`src/rtl/strobe_log_arbiter_if.sv`:
```
// ---------------------------------------------------------------------------
// strobe_log_arbiter_if
//
// Purpose : Bundles the strobe inputs, the flush control, the single
//           valid/ready log-sink channel and the status outputs of
//           strobe_log_arbiter into one interface.
//
// Parameters
//   NREQ    number of strobe requesters (2..16)
//   DATA_W  record width
//   CNT_W   drop-counter width (present only with
//           STROBE_LOG_ARBITER_DROP_CNT_EN defined)
//
// Signals
//   stb_i        NREQ         per-requester one-cycle strobe
//   stb_data_i   NREQ*DATA_W  record of requester i at [i*DATA_W +: DATA_W]
//   flush_i      1            synchronous discard of everything pending
//   out_valid_o  1            output record valid
//   out_ready_i  1            sink accepts the output record
//   out_data_o   DATA_W       output record
//   out_src_o    SRC_W        requester index of the output record
//   pending_o    NREQ         FIFO i non-empty
//   drop_o       NREQ         one-cycle pulse: strobe of requester i dropped
//   drop_cnt_o   NREQ*CNT_W   saturating per-requester drop counts
//                             (STROBE_LOG_ARBITER_DROP_CNT_EN only)
//
// Modports
//   master : the requesters and the sink (drive strobes, flush and ready)
//   slave  : the arbiter
// ---------------------------------------------------------------------------
interface strobe_log_arbiter_if #(
  parameter int NREQ   = 4,
  parameter int DATA_W = 32
`ifdef STROBE_LOG_ARBITER_DROP_CNT_EN
  , parameter int CNT_W = 8
`endif
);

  localparam int SRC_W = (NREQ > 1) ? $clog2(NREQ) : 1;

  logic [NREQ-1:0]        stb_i;
  logic [NREQ*DATA_W-1:0] stb_data_i;
  logic                   flush_i;
  logic                   out_valid_o;
  logic                   out_ready_i;
  logic [DATA_W-1:0]      out_data_o;
  logic [SRC_W-1:0]       out_src_o;
  logic [NREQ-1:0]        pending_o;
  logic [NREQ-1:0]        drop_o;
`ifdef STROBE_LOG_ARBITER_DROP_CNT_EN
  logic [NREQ*CNT_W-1:0]  drop_cnt_o;
`endif

  modport master (
    output stb_i, stb_data_i, flush_i, out_ready_i,
    input  out_valid_o, out_data_o, out_src_o, pending_o, drop_o
`ifdef STROBE_LOG_ARBITER_DROP_CNT_EN
    , input drop_cnt_o
`endif
  );

  modport slave (
    input  stb_i, stb_data_i, flush_i, out_ready_i,
    output out_valid_o, out_data_o, out_src_o, pending_o, drop_o
`ifdef STROBE_LOG_ARBITER_DROP_CNT_EN
    , output drop_cnt_o
`endif
  );

endinterface : strobe_log_arbiter_if

```
`src/rtl/strobe_log_arbiter.sv`:
```
// ---------------------------------------------------------------------------
// strobe_log_arbiter
//
// Purpose : Serialises fire-and-forget strobe records from NREQ requesters
//           onto one valid/ready log-sink channel. Every requester owns a
//           small FIFO; a round-robin arbiter pops the next non-empty FIFO
//           into a single output register whenever that register is free or
//           being accepted. A strobe that finds its FIFO full (and not being
//           popped in the same cycle) is dropped and reported on drop_o.
//
// Parameters
//   NREQ        number of requesters, 2..16
//   DATA_W      record width
//   FIFO_DEPTH  entries per requester FIFO, power of two, >= 2
//   CNT_W       drop-counter width (optional feature only)
//
// Ports
//   clk    rising-edge clock
//   rst_n  asynchronous active-low reset
//   bus    strobe_log_arbiter_if.slave: strobes, flush, sink channel,
//          pending/drop status (and drop_cnt_o with the optional feature)
//
// Optional feature
//   Define STROBE_LOG_ARBITER_DROP_CNT_EN to add drop_cnt_o: a per-requester
//   saturating count of drop_o pulses, cleared only by rst_n.
// ---------------------------------------------------------------------------
module strobe_log_arbiter #(
  parameter int NREQ       = 4,
  parameter int DATA_W     = 32,
  parameter int FIFO_DEPTH = 2
`ifdef STROBE_LOG_ARBITER_DROP_CNT_EN
  , parameter int CNT_W    = 8
`endif
) (
  input  logic                   clk,
  input  logic                   rst_n,
  strobe_log_arbiter_if.slave    bus
);

  localparam int SRC_W = (NREQ > 1) ? $clog2(NREQ) : 1;
  localparam int AW    = $clog2(FIFO_DEPTH);

  // ------------------------------------------------------------------------
  // Declarations
  // ------------------------------------------------------------------------
  logic [NREQ-1:0]   w_empty;
  logic [NREQ-1:0]   w_full;
  logic [DATA_W-1:0] w_head [NREQ];

  logic [NREQ-1:0]   w_push;
  logic [NREQ-1:0]   w_pop;
  logic [NREQ-1:0]   w_drop;

  logic              w_load;
  logic              w_grant_vld;
  logic [SRC_W-1:0]  w_grant_idx;

  logic              r_out_valid;
  logic [DATA_W-1:0] r_out_data;
  logic [SRC_W-1:0]  r_out_src;
  logic [SRC_W-1:0]  r_ptr;
  logic [NREQ-1:0]   r_drop;

  // Index k steps after p in the round-robin ring; modulo keeps it correct
  // for requester counts that are not a power of two.
  function automatic logic [SRC_W-1:0] rr_idx(input logic [SRC_W-1:0] p,
                                              input int               k);
    int t;
    t = (int'(p) + k) % NREQ;
    return SRC_W'(t);
  endfunction

  // ------------------------------------------------------------------------
  // Arbitration: first non-empty FIFO scanning ptr+1, ptr+2, ... (wrapping)
  // ------------------------------------------------------------------------
  // The output register may take a new record when it is empty or its
  // current record is being accepted this cycle.
  assign w_load = !r_out_valid || bus.out_ready_i;

  always_comb begin
    // NOTE: every combinational output gets a default first, so no path
    // through the block leaves it unassigned and no latch is inferred.
    w_grant_vld = 1'b0;
    w_grant_idx = '0;
    for (int k = 1; k <= NREQ; k++) begin
      if (!w_grant_vld && !w_empty[rr_idx(r_ptr, k)]) begin
        w_grant_vld = 1'b1;
        w_grant_idx = rr_idx(r_ptr, k);
      end
    end
  end

  // Push/pop/drop qualification. Flush overrides everything: no pop, no
  // push and no drop report for strobes arriving in the flush cycle.
  always_comb begin
    w_pop  = '0;
    w_push = '0;
    w_drop = '0;
    if (!bus.flush_i && w_load && w_grant_vld) begin
      w_pop[w_grant_idx] = 1'b1;
    end
    for (int i = 0; i < NREQ; i++) begin
      if (!bus.flush_i && bus.stb_i[i]) begin
        // A full FIFO that is popped this cycle frees a slot for the push.
        if (!w_full[i] || w_pop[i]) begin
          w_push[i] = 1'b1;
        end else begin
          w_drop[i] = 1'b1;
        end
      end
    end
  end

  // ------------------------------------------------------------------------
  // Per-requester FIFOs (extra MSB on the pointers distinguishes full from
  // empty when the address bits match)
  // ------------------------------------------------------------------------
  for (genvar gi = 0; gi < NREQ; gi++) begin : g_fifo
    logic [DATA_W-1:0] r_mem [FIFO_DEPTH];
    logic [AW:0]       r_wptr;
    logic [AW:0]       r_rptr;

    assign w_empty[gi] = (r_wptr == r_rptr);
    assign w_full[gi]  = (r_wptr[AW] != r_rptr[AW]) &&
                         (r_wptr[AW-1:0] == r_rptr[AW-1:0]);
    assign w_head[gi]  = r_mem[r_rptr[AW-1:0]];

    always_ff @(posedge clk or negedge rst_n) begin
      // NOTE: sequential state uses non-blocking assignments so every
      // register samples the pre-edge values, independent of block order.
      if (!rst_n) begin
        r_wptr <= '0;
        r_rptr <= '0;
      end else if (bus.flush_i) begin
        r_wptr <= '0;
        r_rptr <= '0;
      end else begin
        if (w_push[gi]) r_wptr <= r_wptr + 1'b1;
        if (w_pop[gi])  r_rptr <= r_rptr + 1'b1;
      end
    end

    // NOTE: the storage array has no reset; emptiness is tracked by the
    // pointers alone, so stale contents are never observed and the array
    // can map onto plain flops/RAM without a reset network.
    always_ff @(posedge clk) begin
      if (w_push[gi]) begin
        r_mem[r_wptr[AW-1:0]] <= bus.stb_data_i[gi*DATA_W +: DATA_W];
      end
    end
  end

  // ------------------------------------------------------------------------
  // Output register, round-robin pointer and drop pulse
  // ------------------------------------------------------------------------
  always_ff @(posedge clk or negedge rst_n) begin
    if (!rst_n) begin
      r_out_valid <= 1'b0;
      r_out_data  <= '0;
      r_out_src   <= '0;
      r_ptr       <= SRC_W'(NREQ - 1);   // requester 0 is scanned first
      r_drop      <= '0;
    end else begin
      r_drop <= w_drop;
      if (bus.flush_i) begin
        // Pointer deliberately kept so fairness continues across a flush.
        r_out_valid <= 1'b0;
      end else if (w_load) begin
        if (w_grant_vld) begin
          r_out_valid <= 1'b1;
          r_out_data  <= w_head[w_grant_idx];
          r_out_src   <= w_grant_idx;
          r_ptr       <= w_grant_idx;
        end else begin
          r_out_valid <= 1'b0;
        end
      end
    end
  end

`ifdef STROBE_LOG_ARBITER_DROP_CNT_EN
  // Saturating drop counters; only rst_n clears them, flush does not.
  for (genvar gc = 0; gc < NREQ; gc++) begin : g_drop_cnt
    logic [CNT_W-1:0] r_cnt;

    always_ff @(posedge clk or negedge rst_n) begin
      if (!rst_n) begin
        r_cnt <= '0;
      end else if (r_drop[gc] && (r_cnt != {CNT_W{1'b1}})) begin
        r_cnt <= r_cnt + 1'b1;
      end
    end

    assign bus.drop_cnt_o[gc*CNT_W +: CNT_W] = r_cnt;
  end
`endif

  // ------------------------------------------------------------------------
  // Outputs
  // ------------------------------------------------------------------------
  assign bus.out_valid_o = r_out_valid;
  assign bus.out_data_o  = r_out_data;
  assign bus.out_src_o   = r_out_src;
  assign bus.pending_o   = ~w_empty;
  assign bus.drop_o      = r_drop;

endmodule : strobe_log_arbiter
```
`src/flat_wrapper.sv`:
```
// flat-port wrapper written by rule: the top's interface ports become plain ports
module strobe_log_arbiter_flat 
#(
  parameter int NREQ       = 4,
  parameter int DATA_W     = 32,
  parameter int FIFO_DEPTH = 2

)
  (clk, rst_n, bus_stb_i, bus_stb_data_i, bus_flush_i, bus_out_ready_i, bus_out_valid_o, bus_out_data_o, bus_out_src_o, bus_pending_o, bus_drop_o);
  strobe_log_arbiter_if #(.NREQ(NREQ), .DATA_W(DATA_W)) bus_i ();
  input  logic clk;
  input  logic rst_n;
  input wire logic [$bits(bus_i.stb_i)-1:0] bus_stb_i;
  input wire logic [$bits(bus_i.stb_data_i)-1:0] bus_stb_data_i;
  input wire logic [$bits(bus_i.flush_i)-1:0] bus_flush_i;
  input wire logic [$bits(bus_i.out_ready_i)-1:0] bus_out_ready_i;
  output wire logic [$bits(bus_i.out_valid_o)-1:0] bus_out_valid_o;
  output wire logic [$bits(bus_i.out_data_o)-1:0] bus_out_data_o;
  output wire logic [$bits(bus_i.out_src_o)-1:0] bus_out_src_o;
  output wire logic [$bits(bus_i.pending_o)-1:0] bus_pending_o;
  output wire logic [$bits(bus_i.drop_o)-1:0] bus_drop_o;
  assign bus_i.stb_i = bus_stb_i;
  assign bus_i.stb_data_i = bus_stb_data_i;
  assign bus_i.flush_i = bus_flush_i;
  assign bus_i.out_ready_i = bus_out_ready_i;
  assign bus_out_valid_o = bus_i.out_valid_o;
  assign bus_out_data_o = bus_i.out_data_o;
  assign bus_out_src_o = bus_i.out_src_o;
  assign bus_pending_o = bus_i.pending_o;
  assign bus_drop_o = bus_i.drop_o;
  strobe_log_arbiter #(.NREQ(NREQ), .DATA_W(DATA_W), .FIFO_DEPTH(FIFO_DEPTH)) u_core (.clk(clk), .rst_n(rst_n), .bus(bus_i));
endmodule
```
`config.mk`:
```
export PLATFORM = sky130hd
export DESIGN_NAME = strobe_log_arbiter_flat
export DESIGN_NICKNAME = d
export VERILOG_FILES = /design/src/rtl/strobe_log_arbiter_if.sv /design/src/rtl/strobe_log_arbiter.sv /design/src/flat_wrapper.sv
export SDC_FILE = /design/constraint.sdc
export NUM_CORES = 1
export LEC_CHECK = 0
export BUFFER_PORTS_ARGS = -buffer_cell sky130_fd_sc_hd__clkbuf_2
export CAP_MARGIN = 10
export CORE_ASPECT_RATIO = 0.8
export CORE_MARGIN = 2
export CORE_UTILIZATION = 57
export CTS_CLUSTER_SIZE = 8
export DETAILED_ROUTE_END_ITERATION = 8
export PLACE_DENSITY_LB_ADDON = 0.2
export RECOVER_POWER = 100
export SLEW_MARGIN = 20
export SYNTH_ARGS = -nofsm -noshare
export SYNTH_HDL_FRONTEND = slang
export SYNTH_SLANG_ARGS = --single-unit
```
`constraint.sdc`:
```
create_clock -name clk -period 5.15 [get_ports clk]
set_clock_uncertainty 0.1 [all_clocks]
set_input_delay 0.515 -clock clk [delete_from_list [all_inputs] [get_ports clk]]
set_output_delay 0.515 -clock clk [all_outputs]
set_load 0.03 [all_outputs]
```
# == Word-level counts from Yosys, hierarchy flattened ==
# Memories as Yosys holds them, arrays and structs flattened.
# Cells that the tools add are included.
# totals
ff_bits,57
ram_bits,256
input_bits,136
memories,4
# memory_table
memory,words,width,read_ports,rd_ports_with_merged_regs,wr,line,text
u_core.g_fifo[0].r_mem,2,32,1,0,1,strobe_log_arbiter.sv:119,logic [DATA_W-1:0] r_mem [FIFO_DEPTH];
u_core.g_fifo[1].r_mem,2,32,1,0,1,strobe_log_arbiter.sv:119,
u_core.g_fifo[2].r_mem,2,32,1,0,1,strobe_log_arbiter.sv:119,
u_core.g_fifo[3].r_mem,2,32,1,0,1,strobe_log_arbiter.sv:119,
# op_classes
n_addsub,12
n_lt_le_gt_ge,7
n_eq_ne,12
muxes,65
bitwise,3
reduce_logical,40
# op_table
op,n
$bmux 32 s2,1
$mux 32,2
$mux 2,20
$mux 1,36
$add 2x1->2 const B,10
$reduce_bool 2->1,9
$lt 2x3->1 const B,5
$logic_and 1x1->1,14
$logic_not 1->1,11
$bmux 1 s2,4
$eq 2x2->1,4
$logic_or 1x1->1,5
$add 2x2->2 const B,2
$eq 1x1->1,4
$mux 4,1
$ne 1x1->1,4
$not 4->4,1
$ge 3x3->1 const B,1
$not 2->3,1
$reduce_and 3->1,1
$demux 1 s2,1
$ge 2x1->1 const B,1
$not 1->1,1

# == Depth between registers and ports, before layout ==
# logic_depth
word_depth,22
ltp_mapped,10
ltp_nobuf,7

# == Worst setup path before layout ==
# No wires, ideal clock.
# synth_timing
path_kind,reg-to-reg
start,register u_core.g_fifo[2].r_rptr[0]
end,"memory u_core.g_fifo[3].r_mem[1][0], enable pin"
t_arrival_ns,4.197
setup_slack_ns,0.385
path_stages_with_launch,9
path_buffers,2
synth_period_minus_slack_ns,4.765
path_cell_list,dfrtp_1 -> buf_2 -> xnor2_2 -> nand2_1 -> a221o_1 -> nand2_1 -> buf_2 -> a21oi_1 -> nor3b_1
# synth_via
elab_chain_len,22
word_cells_on_any_way,37
classes_between,2 x order compare; 1 x eq/ne; 23 x mux; 11 x reduce/logical
# synth_rtl
item,line,text
start: declaration,strobe_log_arbiter.sv:121,logic [AW:0] r_rptr;
start signal: assignment,strobe_log_arbiter.sv:139,if (w_pop[gi]) r_rptr <= r_rptr + 1'b1;
$eq 2x2->1 *,strobe_log_arbiter.sv:123,assign w_empty[gi] = (r_wptr == r_rptr);
$bmux 1 s2,strobe_log_arbiter.sv:86,"if (!w_grant_vld && !w_empty[rr_idx(r_ptr, k)]) begin"
$mux 1 (implied by the code),strobe_log_arbiter.sv:86,
$logic_not 1->1,strobe_log_arbiter.sv:86,
$logic_and 1x1->1,strobe_log_arbiter.sv:86,
$mux 1,strobe_log_arbiter.sv:86,
$logic_not 1->1,strobe_log_arbiter.sv:86,
$logic_and 1x1->1,strobe_log_arbiter.sv:86,
(+6 left out),n/a,
$mux 1 (implied by the code),strobe_log_arbiter.sv:100,w_pop[w_grant_idx] = 1'b1;
$demux 1 s2,n/a,
$mux 4 *,strobe_log_arbiter.sv:99,if (!bus.flush_i && w_load && w_grant_vld) begin
$logic_or 1x1->1 *,strobe_log_arbiter.sv:105,if (!w_full[i] || w_pop[i]) begin
$mux 1 *,strobe_log_arbiter.sv:105,
$mux 1 *,strobe_log_arbiter.sv:103,if (!bus.flush_i && bus.stb_i[i]) begin
$mux 1 *,strobe_log_arbiter.sv:147,if (w_push[gi]) begin
$mux 1 (implied by the code) *,strobe_log_arbiter.sv:148,r_mem[r_wptr[AW-1:0]] <= bus.stb_data_i[gi*DATA_W +: DATA_W];
end: declaration,strobe_log_arbiter.sv:119,
# Mark *: on every way between the ends. The rest lies on a longest branch, timed or not. The select of a mux whose other input is x is not followed.

# == Final worst setup path ==
# layout_timing
start,register u_core.g_fifo[1].r_rptr[0]
end,"memory u_core.g_fifo[2].r_mem[1][20], enable pin"
# layout_via
elab_chain_len,22
word_cells_on_any_way,37
classes_between,2 x order compare; 1 x eq/ne; 23 x mux; 11 x reduce/logical
# layout_rtl
item,line
start: declaration,strobe_log_arbiter.sv:121
start signal: assignment,strobe_log_arbiter.sv:139
$eq 2x2->1 *,strobe_log_arbiter.sv:123
$bmux 1 s2,strobe_log_arbiter.sv:86
$mux 1 (implied by the code),strobe_log_arbiter.sv:86
$logic_not 1->1,strobe_log_arbiter.sv:86
$logic_and 1x1->1,strobe_log_arbiter.sv:86
$mux 1,strobe_log_arbiter.sv:86
$logic_not 1->1,strobe_log_arbiter.sv:86
$logic_and 1x1->1,strobe_log_arbiter.sv:86
(+6 left out),n/a
$mux 1 (implied by the code),strobe_log_arbiter.sv:100
$demux 1 s2,n/a
$mux 4 *,strobe_log_arbiter.sv:99
$logic_or 1x1->1 *,strobe_log_arbiter.sv:105
$mux 1 *,strobe_log_arbiter.sv:105
$mux 1 *,strobe_log_arbiter.sv:103
$mux 1 *,strobe_log_arbiter.sv:147
$mux 1 (implied by the code) *,strobe_log_arbiter.sv:148
end: declaration,strobe_log_arbiter.sv:119
# Marked as above.

==> impl_metrics.sql <==
INSERT INTO impl_metrics (metric_group, metric, value, unit) VALUES
('run', 'max_cap_viol_count', '1', ''),
('logic_synthesis', 'synth_seq_cells', '313', ''),
('floorplan', 'die_y', '137.8', 'µm'),
('floorplan', 'die-area', '23590', 'µm²'),
('setup_path', 'setup.worst_path.start_class', 'flip-flop', ''),
('grt', 'antenna_violations_before_repair', '1', ''),
('setup_path', 'critical_path_arrival', '4360', 'ps'),
('power_and_ir_drop', 'leakage', '4.992', 'nW'),
('outcome', 'outcome', 'finished, violations left', ''),
('outcome', 'failed_checks', 'capacitance limit, slew limit', ''),
('drt', 'via_density_per_instance', '5.735', ''),
('clocking', 'worstSkewPairLatency', '530', 'ps'),
('logic_synthesis', 'syn_area', '12750', 'µm²'),
('power_and_ir_drop', 'power_frac_seq', '35.0', '%'),
('clocking', 'post_cts.resized_instances', '0', ''),
('drt', 'drc', '0', ''),
('setup_path', 'worstPathMaxFanout', '36', ''),
('grt', 'grtUsageTotal', '24.38', '%'),
('logic_synthesis', 'post-synth-top-area-cell', 'edfxtp_1', ''),
('floorplan', 'rows', '48', ''),
('floorplan', 'top_level_ports', '179', ''),
('placed_design', 'port_buffers', '178', ''),
('drt', 'wire_per_inst', '20.81', 'µm'),
('clocking', 'clock_tree.root_cell', 'clkbuf_16', ''),
('logic_synthesis', 'synth_fp_nets', '963', ''),
('clocking', 'ctsLongestPathBuffers', '3', ''),
('grt', 'grt_first_pass_wirelength', '42680', 'µm'),
('floorplan', 'die_width', '171.2', 'µm'),
('power_and_ir_drop', 'max-vdd-ir-drop', '880.6', 'µV'),
('logic_synthesis', 'synthFlopType', 'edfxtp_1', ''),
('timing', 'setup-tns-final', '0', 'ps'),
('clocking', 'clk_pin_slew', '50', 'ps'),
('hold_path', 'worst_hold_path_type', 'in2reg', ''),
('logic_synthesis', 'synthesis.instances', '827', ''),
('drt', 'postRouteWirelength', '28150', 'µm'),
('logic_synthesis', 'synth_warnings', '0', ''),
('setup_path', 'setup.worst_path.end_class', 'flip-flop', ''),
('placed_design', 'gp_congestion', '0.8990', ''),
('power_and_ir_drop', 'power_density', '675.3', 'nW/µm²'),
('logic_synthesis', 'netlist_top_cells_count', 'edfxtp_1 (256), mux2i_1 (68), mux2_2 (64), o211ai_1 (64), dfrtp_1 (55)', ''),
('setup_path', 'critPathKind', 'reg2reg', ''),
('power_and_ir_drop', 'totalPowerFinal', '0.01012', 'W'),
('logic_synthesis', 'synth_largest_type_area_fraction', '60.30', '%'),
('clocking', 'cts_made_buffers', '45', ''),
('drt', 'antenna_left', '0', ''),
('timing', 'timing.max_slew.rel_slack', '-114.5', '%'),
('drt', 'num_vias', '7759', ''),
('drt', 'drt-initial-drc-count', '746', ''),
('power_and_ir_drop', 'internal_power', '0.006036', 'W'),
('clocking', 'holdBufCountCts', '0', ''),
('timing', 'finalMaxSlewViolations', '58', ''),
('logic_synthesis', 'synth_edf_count', '256', ''),
('layout', 'layout-drive-gt1-share', '16.54', '%'),
('layout', 'final.fill_count', '1591', ''),
('timing', 'setup_viol', '0', ''),
('timing', 'rsz0062_at_grt', 'false', ''),
('clocking', 'cts_post_setup_buffers_inserted', '0', ''),
('layout', 'layout-area-overhead-vs-synth', '17.57', '%'),
('logic_synthesis', 'synth_async_sr_flop_share', '18.21', '%'),
('layout', 'fin_nets', '1153', ''),
('power_and_ir_drop', 'combinationalPowerShare', '38.9', '%'),
('placed_design', 'dp_hpwl', '17810', 'µm'),
('logic_synthesis', 'avgSynthCellArea', '15.42', 'µm²'),
('clocking', 'maximum_level_of_the_cts_h_tree', '2', ''),
('clocking', 'cts.sinks', '313', ''),
('drt', 'first_pass_iters', '5', ''),
('logic_synthesis', 'synthTopCellsByArea', 'edfxtp_1 (60%), dfrtp_1 (11%), mux2_2 (5.7%)', ''),
('power_and_ir_drop', 'netSwitchingPower', '0.004086', 'W'),
('grt', 'first_global_vias', '7776', ''),
('timing', 'fin_crit', '4311', 'ps'),
('timing', 'fmax', '0.2320', 'GHz');
-- path summary, 6_finish.rpt --
| path | from | endpoint | slack [ps] | cells after the start |
|---|---|---|---|---|
| min reg2reg | u_core.bus.out_src_o[1]$_DFFE_PN0P_ | u_core.bus.out_src_o[1]$_DFFE_PN0P_ | 390 | 2 |
| min | bus_stb_data_i[57] | u_core.g_fifo[1].r_mem[0][25]$_DFFE_PP_ | 80 | 1 |
| max in group asynchronous | rst_n | u_core.g_fifo[1].r_rptr[0]$_DFFE_PN0P_ | 1830 | 2 |
| max reg2reg | u_core.g_fifo[1].r_rptr[0]$_DFFE_PN0P_ | u_core.g_fifo[2].r_mem[1][20]$_DFFE_PP_ | 840 | 7 |
| min in group asynchronous | rst_n | u_core.g_fifo[0].r_wptr[0]$_DFFE_PN0P_ | 1070 | 2 |
| max | u_core.g_fifo[1].r_rptr[0]$_DFFE_PN0P_ | u_core.g_fifo[2].r_mem[1][20]$_DFFE_PP_ | 840 | 7 |
-- per-stage QoR --
step / hold WS [ps] / std cells / util (%) / area (µm²) / worst slack [ps]
global placement: 371.9 / 1270 / 64.23 / 13960 / 1463
detailed placement: 381.5 / 1270 / 64.23 / 13960 / 1346
floorplan: 119.4 / 827 / - / 12750 / 384.9
CTS: 58.52 / 1352 / 70.12 / 15240 / 1331
global route: 60.67 / 1352 / 68.93 / 14990 / 636.6
finish: 76.33 / 1353 / 68.94 / 14990 / 838.8
-- metal layers --
layer	global-route usage (%)	wire length, µm	vias up
met5	0	0	-
met4	6.591	442	0
met3	4.970	1938	36
met2	40.23	13720	283
met1	33.44	12050	3832
li1	-	-	3608
-- layout by cell type (no fill, tap or decap), drive strengths merged, types with 2 or more instances in the layout --
cell type / instances
and3b: 4
and2: 2
a211o: 2
nand2b: 13
nor2b: 7
nand4: 2
o21a: 3
o31ai: 2
xnor2: 8
or2: 2
clkbuf: 263
o21ai: 39
mux2: 64
nand3: 13
o211ai: 64
dfrtp: 55
o311ai: 8
or3: 4
nor4bb: 2
a211oi: 2
nand2: 43
edfxtp: 256
inv: 6
nor2: 11
nor3b: 8
dfstp: 2
nor3: 34
mux2i: 68
a21oi: 49
buf: 10
-- flip-flops by register name, indices dropped and copies added (netlist names) --
register and cells:
u_core.g_fifo.r_mem 256, u_core.bus.out_data_o 32, u_core.g_fifo.r_rptr 8, u_core.g_fifo.r_wptr 8, u_core.bus.drop_o 4, u_core.bus.out_src_o 2, u_core.r_ptr 2, u_core.bus.out_valid_o 1
-- worst max-delay path: stages, from the launching register on --
cell and delay [ps]:
dfrtp_2 1050, xnor2_1 300, nand4_1 350, o2111a_2 280, nor3_1 640, a21oi_1 260
nor3b_1 320, clkbuf_1 630
-- power by group through the flow --
| stage | Clock, W | Sequential [W] | Combinational, W |
|---|---|---|---|
| 2_1_floorplan | 0 | 0.00373 | 0.00267 |
| 3_3_place_gp | 0 | 0.00356 | 0.00400 |
| 3_5_place_dp | 0 | 0.00358 | 0.00407 |
| 4_1_cts | 0.00268 | 0.00354 | 0.00408 |
| 5_1_grt | 0.00281 | 0.00358 | 0.00429 |
| 6_report | 0.00265 | 0.00354 | 0.00393 |
-- layout make-up --
type                            count  area, µm²  area share, %
Clock inverter                      3      26.28         0.1753
Inverter                            4      15.01         0.1002
Timing Repair Buffer              194      807.0          5.384
Antenna cell                        1      2.502        0.01670
Multi-Input combinational cell    459       3390          22.61
Clock buffer                       79       1254          8.365
Sequential cell                   313       9119          60.84
Tap cell                          300      375.4          2.504
-- logic make-up (layout without fill, tap and decap cells) --
logic type	after synthesis	in the layout	synth area share [%]
compound gates	173	173	8.823
xor+xnor	8	8	0.7263
buf+inv	55	280	1.933
flops	313	313	71.51
mux	132	132	10.99
other cells	0	1	0
simple gates	146	146	6.016
No activity file was read; power rests on OpenSTA's default activity.
